<file path="src/rtl/synapse_weight_sequencer.sv">
// Feeds one LIF neuron: scans an accepted spike vector in ascending index order, fetches the weight
// of each active synapse from a sync-read memory and strobes it into the neuron; counts spikes per window.
module synapse_weight_sequencer #(
    parameter int NUM_INPUTS   = 16,
    parameter int WEIGHT_WIDTH = 8,
    parameter int ADDR_W       = $clog2(NUM_INPUTS),
    parameter int CNT_W        = 8
) (
    input  logic                    clk,
    input  logic                    rst,
    input  logic                    spk_valid,
    output logic                    spk_ready,
    input  logic [NUM_INPUTS-1:0]   spk_vec,
    input  logic                    last_step,
    output logic                    w_ren,
    output logic [ADDR_W-1:0]       w_addr,
    input  logic [WEIGHT_WIDTH-1:0] w_rdata,
    output logic [WEIGHT_WIDTH-1:0] data_in,
    output logic                    clken,
    output logic                    clr,
    input  logic                    spike_out,
    output logic                    step_done,
    output logic [CNT_W-1:0]        win_cnt,
    output logic                    win_valid
);

    typedef enum logic [2:0] {IDLE, SCAN, DRAIN, CLEAR, DONE} state_t;

    state_t                  state;
    logic [NUM_INPUTS-1:0]   vec_p0;
    logic                    last_p0;
    logic                    vld_p1;
    logic                    clr_p1;
    logic [CNT_W-1:0]        cnt;
    logic [ADDR_W-1:0]       nxt_addr;

    function automatic logic [CNT_W-1:0] sat_inc(input logic [CNT_W-1:0] v, input logic inc);
        if (inc && (v == {CNT_W{1'b1}}))
            return v;
        else
            return v + CNT_W'(inc);
    endfunction

    assign nxt_addr  = w_addr + ADDR_W'(1);
    assign spk_ready = (state == IDLE) && !rst;
    // Reset must clear the neuron and cancel any in-flight strobe in the same cycle it is seen.
    assign clken     = vld_p1 && !rst;
    assign data_in   = clken ? w_rdata : '0;
    assign clr       = clr_p1 || rst;

    always_ff @(posedge clk) begin
        if (rst) begin
            state     <= IDLE;
            w_ren     <= 1'b0;
            w_addr    <= '0;
            vld_p1    <= 1'b0;
            clr_p1    <= 1'b0;
            step_done <= 1'b0;
            win_valid <= 1'b0;
            win_cnt   <= '0;
            cnt       <= '0;
        end else begin
            // p0 -> p1: a read issued now returns its weight next cycle
            vld_p1    <= w_ren;
            step_done <= 1'b0;
            clr_p1    <= 1'b0;
            win_valid <= 1'b0;
            cnt       <= sat_inc(cnt, spike_out);
            case (state)
                IDLE: begin
                    if (spk_valid) begin
                        vec_p0  <= spk_vec;
                        last_p0 <= last_step;
                        w_addr  <= '0;
                        w_ren   <= spk_vec[0];
                        state   <= SCAN;
                    end
                end
                SCAN: begin
                    if (w_addr == ADDR_W'(NUM_INPUTS - 1)) begin
                        w_ren <= 1'b0;
                        state <= DRAIN;
                    end else begin
                        w_addr <= nxt_addr;
                        w_ren  <= vec_p0[nxt_addr];
                    end
                end
                DRAIN: begin
                    step_done <= 1'b1;
                    clr_p1    <= last_p0;
                    win_valid <= last_p0;
                    state     <= last_p0 ? CLEAR : DONE;
                end
                CLEAR: begin
                    // A spike landing in the clear cycle belongs to the window being closed.
                    win_cnt <= sat_inc(cnt, spike_out);
                    cnt     <= '0;
                    state   <= IDLE;
                end
                DONE:    state <= IDLE;
                default: state <= IDLE;
            endcase
        end
    end

endmodule
</file>
<file path="config.mk">
export PLATFORM = sky130hd
export DESIGN_NAME = synapse_weight_sequencer
export DESIGN_NICKNAME = d
export VERILOG_FILES = /design/src/rtl/synapse_weight_sequencer.sv
export SDC_FILE = /design/constraint.sdc
export NUM_CORES = 1
export LEC_CHECK = 0
export CAP_MARGIN = 25
export CORE_MARGIN = 3
export CORE_UTILIZATION = 45
export DETAILED_ROUTE_END_ITERATION = 8
export PLACE_DENSITY = 0.74
export SKIP_CTS_REPAIR_TIMING = 1
export SLEW_MARGIN = 20
export SYNTH_ARGS = -nofsm -noshare
export SYNTH_HDL_FRONTEND = slang
export SYNTH_SLANG_ARGS = --single-unit
</file>
<file path="constraint.sdc">
create_clock -name clk -period 4.8 [get_ports clk]
set_input_delay 1.44 -clock clk [delete_from_list [all_inputs] [get_ports clk]]
set_output_delay 1.44 -clock clk [all_outputs]
set_load 0.02 [all_outputs]
</file>
# --- Yosys cells after proc, flatten, opt, wreduce, memory -nomap -nowiden ---
# Cells that the tools add are included.
op_classes:
  n_addsub: 2
  n_reduce_logical: 13
  order_cmp: 1
  n_bitwise: 2
  n_eq_ne: 8
  n_mux: 15
op_table:
  columns: ["cell", "count"]
  rows:
  - ["8-bit two-way mux", 2]
  - ["3-bit two-way mux", 3]
  - ["3-bit case mux with 3 select lines", 1]
  - ["8-bit by 1-bit adder with 8-bit output", 1]
  - ["8-bit == test (second input constant)", 1]
  - ["4-bit two-way mux", 2]
  - ["4-bit case mux with 2 select lines", 1]
  - ["3-bit by 2-bit == test with 1-bit output (second input constant)", 2]
  - ["2-bit != test (second input constant)", 3]
  - ["3-bit AND reduction", 2]
  - ["4-bit by 5-bit < comparator with 1-bit output (second input constant)", 1]
  - ["4-bit by 1-bit adder with 4-bit output (second input constant)", 1]
  - ["1-bit binary-select mux with 4-bit select", 1]
  - ["4-bit == test (second input constant)", 1]
  - ["1-bit two-way mux", 4]
  - ["2-bit AND reduction", 2]
  - ["2-bit OR reduction", 2]
  - ["3-bit by 1-bit == test with 1-bit output (second input constant)", 1]
  - ["1-bit logical AND", 3]
  - ["3-bit logical NOT", 1]
  - ["1-bit NOT", 2]
  - ["1-bit case mux with 2 select lines", 1]
  - ["2-bit nonzero test", 1]
  - ["1-bit logical NOT", 1]
  - ["1-bit logical OR", 1]
word_totals:
  out_inout_bits: 26
  elab_cells: 51
  regBits: 44
  input_bits: 29

# --- Logic depth before layout (Yosys ltp) ---
# Gate-level depths: netlist of run 1.
depth:
  word_depth: 5
  ltp_mapped: 6
  depth_no_buf: 6

# --- Worst setup path before layout of run 1 ---
# OpenSTA, ideal clock, no wires.
synth_path:
  kind: "input -> output"
  startpoint: "input rst"
  endpoint: "output data_in[0]"
  t_required_ns: 3.360
  t_arrival_ns: 2.142
  setup_slack_ns: 1.218
  path_buffers: 1
  path_stages: 3
  path_cell_list: "nor2b_1 > clkbuf_1 > and2_1"
synth_via:
  elab_chain_len: 3
synth_lines:
  columns: ["element", "line", "text"]
  rows:
  - ["from (decl)", "10", "input logic rst,"]
  - ["1-bit logical NOT", "47", "assign clken = vld_p1 && !rst;"]
  - ["1-bit logical AND", "47", null]
  - ["net clken", "19", "output logic clken,"]
  - ["8-bit two-way mux", "48", "assign data_in = clken ? w_rdata : '0;"]
  - ["to (decl)", "18", "output logic [WEIGHT_WIDTH-1:0] data_in,"]
# The timed path passes the listed nets, and every way through them passes these cells.

# --- Final worst setup path of run 1 ---
layout_path:
  startpoint: "input rst"
  endpoint: "output data_in[3]"
layout_via:
  elab_chain_len: 3
layout_lines:
  columns: ["element", "line"]
  rows:
  - ["1-bit logical NOT", "47"]
  - ["1-bit logical AND", "47"]
  - ["8-bit two-way mux", "48"]
# No other way between the ends.

==> metrics, run 1 <==
Antenna Nets Post-Route=0; CTS HTree Levels=2; Int Pwr=0.000601 W; final net count=about 250; WP data arrival=3.06 ns; die height=70.1 um; die width=70.1 um; die area=0.00491 mm^2; placer congestion estimate=just under 0.9; Post-Synthesis Cell Area=between 0.0015 and 0.002 mm^2; final worst slack=0.303 ns; Worst Path Max Fanout=9; Slew Limit Fails=0; vias=1496; initial core utilization=0.486; worst-margin pin slew=0.736 ns; clock power share=0.359; dpl ws=0.278 ns; setup violators final=0; Antenna Diode Count=0; Max Freq=222 MHz; share of cells above drive strength 1=0.0543; Max clock buf depth=2; PortBufs=54; crit start category=primary input; largest net degree at the start of global routing=18; GRT Resource Usage Total=0.178; CTS tree=yes; Vias/cell=5.56; min Tclk post-route=~4.5 ns; P_sw=0.000162 W; Comb pwr share=0.103; # fillers=292; RSZ-0062 raised after global routing=no; Yosys Warn Count=0; clk_lat worst skew=0.29 ns; clk_skew=0.00784 ns; post-DP HPWL=2.98 mm; drt drc=0; TritonCTS Buffers=5; Critical Path RT=between 3 and 4 ns; Yosys cell types=36; R2R depth=2; Max-cap violations=0; Layout area overhead=36.7%; Overflow after GRT=0; critical path class=primary input to primary output; CTS root buffer=clkbuf_8; setup_tns=0 ns; top cell type's share of synthesized area=0.292; Avg WL per Cell=around 15 um; pwr/cell area=302 mW/mm^2; initial antenna violation count=0; Worst Hold Class=flop to flop; slew margin rel.=0.509; first-pass GRT wire length=roughly 7.0 mm; Synth area leader=dfxtp_1; number of global-route vias before repair=1498; final wirelength=4.01 mm; final worst path period share=0.937; CTS sink count=44; initial detailed-routing violation count=120; syn_nets=198; Clock Pin Slew Worst Setup and Hold Paths=approximately 0.080 ns; hold path depth=2; final hold violations=0; flops & latches, synth=between 40 and 50; switching part of the total=0.212; Mapped Cells=166; peak supply drop=~0.19 mV; Rows=22; Leakage=0.896 nW; Area contributors post-synth=dfxtp_1, edfxtp_1, mux4_1; core box area=0.00380 mm^2; sequential-to-total area share from yosys stat=0.569; Final Util=0.665; Synth Area per Inst=~11 um^2; sequential share of power=0.538; DRT Pass-1 Iters=4; Top Ports=55; outcome=finished clean; CP endpoint kind=primary output
## worst max-delay path, stage by stage
cell and delay, ns:
clkdlybuf4s50_1 0.46, nor2b_1 0.37, and2_1 0.19, clkdlybuf4s50_1 0.60
## metrics by stage
step / cell area [um^2] / total power [W] / hold slack [ns] / cells
floorplan: 1850 / 0.000455 / 0.426 / 166
global placement: 2420 / 0.000494 / 0.437 / 261
detailed placement: 2420 / 0.000498 / 0.443 / 261
CTS: 2530 / 0.000770 / 0.453 / 269
global route: 2530 / 0.000794 / 0.466 / 269
finish: 2530 / 0.000763 / 0.449 / 269
## flip-flops by register name, indices dropped and copies added (netlist names)
name       count
step_done      1
last_p0        1
clr_p1         1
w_addr         4
vec_p0        16
cnt            8
vld_p1         1
state          3
win_cnt        8
w_ren          1
## path summary, 6_finish.rpt
kind | start | to | slack, ns
min | win_cnt[6] | win_cnt[6] | 0.45
max | rst | data_in[3] | 0.30
max reg2reg | state[0] | vec_p0[2] | 2.85
min reg2reg | win_cnt[6] | win_cnt[6] | 0.45
## cell type report
class                           instances  area, um^2  share of cell area
Clock inverter                          2        35.0              0.0139
Inverter                                2        7.51             0.00297
Tap cell                               48        60.1              0.0238
Timing Repair Buffer                   55         548               0.217
Clock buffer                            6        72.6              0.0287
Sequential cell                        44        1050               0.416
Multi-Input combinational cell        112         752               0.298
## synth_stat cells
cell	number
nor2_1	12
edfxtp_1	17
xor2_1	3
nor2b_1	5
o311ai_1	1
a21oi_1	8
o31ai_1	2
dfxtp_1	27
and3_1	3
buf_6	1
a31oi_1	5
o21a_1	1
nor4b_1	1
ha_1	3
or2_2	2
mux2i_1	1
o21bai_1	1
nand4b_1	2
o21ai_0	7
and2_1	11
nand4_1	4
o2bb2ai_1	1
nand3_1	5
nor4_1	1
nor3_1	7
clkbuf_1	7
nand2b_1	1
or3_1	1
xnor2_1	1
mux4_1	4
mux4_2	1
o21ba_2	1
o21ai_1	3
inv_1	2
nor3b_1	1
nand2_1	13
## power groups by stage
stage / logic (W) / registers (W) / clock network [W]
final: 0.0000785 / 0.000411 / 0.000274
after global routing: 0.0000858 / 0.000412 / 0.000296
after CTS: 0.0000794 / 0.000410 / 0.000280
after detailed placement: 0.0000790 / 0.000419 / 0
after global placement: 0.0000765 / 0.000418 / 0
after floorplan: 0.0000388 / 0.000416 / 0
## logic make-up (layout without fill, tap and decap cells)
| group | Yosys count | after routing | share of synthesized area |
|---|---|---|---|
| XOR/XNOR | 4 | 4 | 0.0190 |
| AND/OR/NAND/NOR | 69 | 69 | 0.196 |
| buffers and inverters | 10 | 65 | 0.0244 |
| flip-flops | 44 | 44 | 0.569 |
| adder cells (fa/ha/maj) | 3 | 3 | 0.0203 |
| AO/OA/AOI/OAI | 30 | 30 | 0.0968 |
| multiplexers | 6 | 6 | 0.0745 |
## per-layer routing
layer,vias up,track usage,part of all wire
met2,76,0.299,0.49
met1,695,0.214,0.42
li1,716,-,-
met4,0,0.0596,0.018
met3,9,0.0561,0.075
met5,-,0,0
## layout by cell type (no fill, tap or decap), drive strengths merged, types with 2 or more instances in the layout
master and instances:
nand4 4, nand2 13, clkbuf 6, edfxtp 17, a31oi 5, xor2 3, nand4b 2, nor3 7
and2 11, ha 3, or2 2, a21oi 8, and3 3, clkdlybuf4s50 54, dfxtp 27, inv 2
mux4 5, nor2 12, o31ai 2, nand3 5, o21ai 10, nor2b 5
Power figures use the tool's default switching activity.
==> inputs of run 2 (changes only) <==
clock period = 4.7 ns   (was 4.8 ns; I/O delays follow)
==> results of run 2 <==
The final DEF is identical to that of run 1. Status: finished clean.
Among the figures that moved: setup slack after placement 0.278 ns -> 0.238 ns; setup slack after layout 0.303 ns -> 0.263 ns; register-to-register setup slack 2.85 ns -> 2.75 ns; total power 0.000763 W -> 0.000779 W; worst IR drop on VDD 0.189 mV -> 0.193 mV
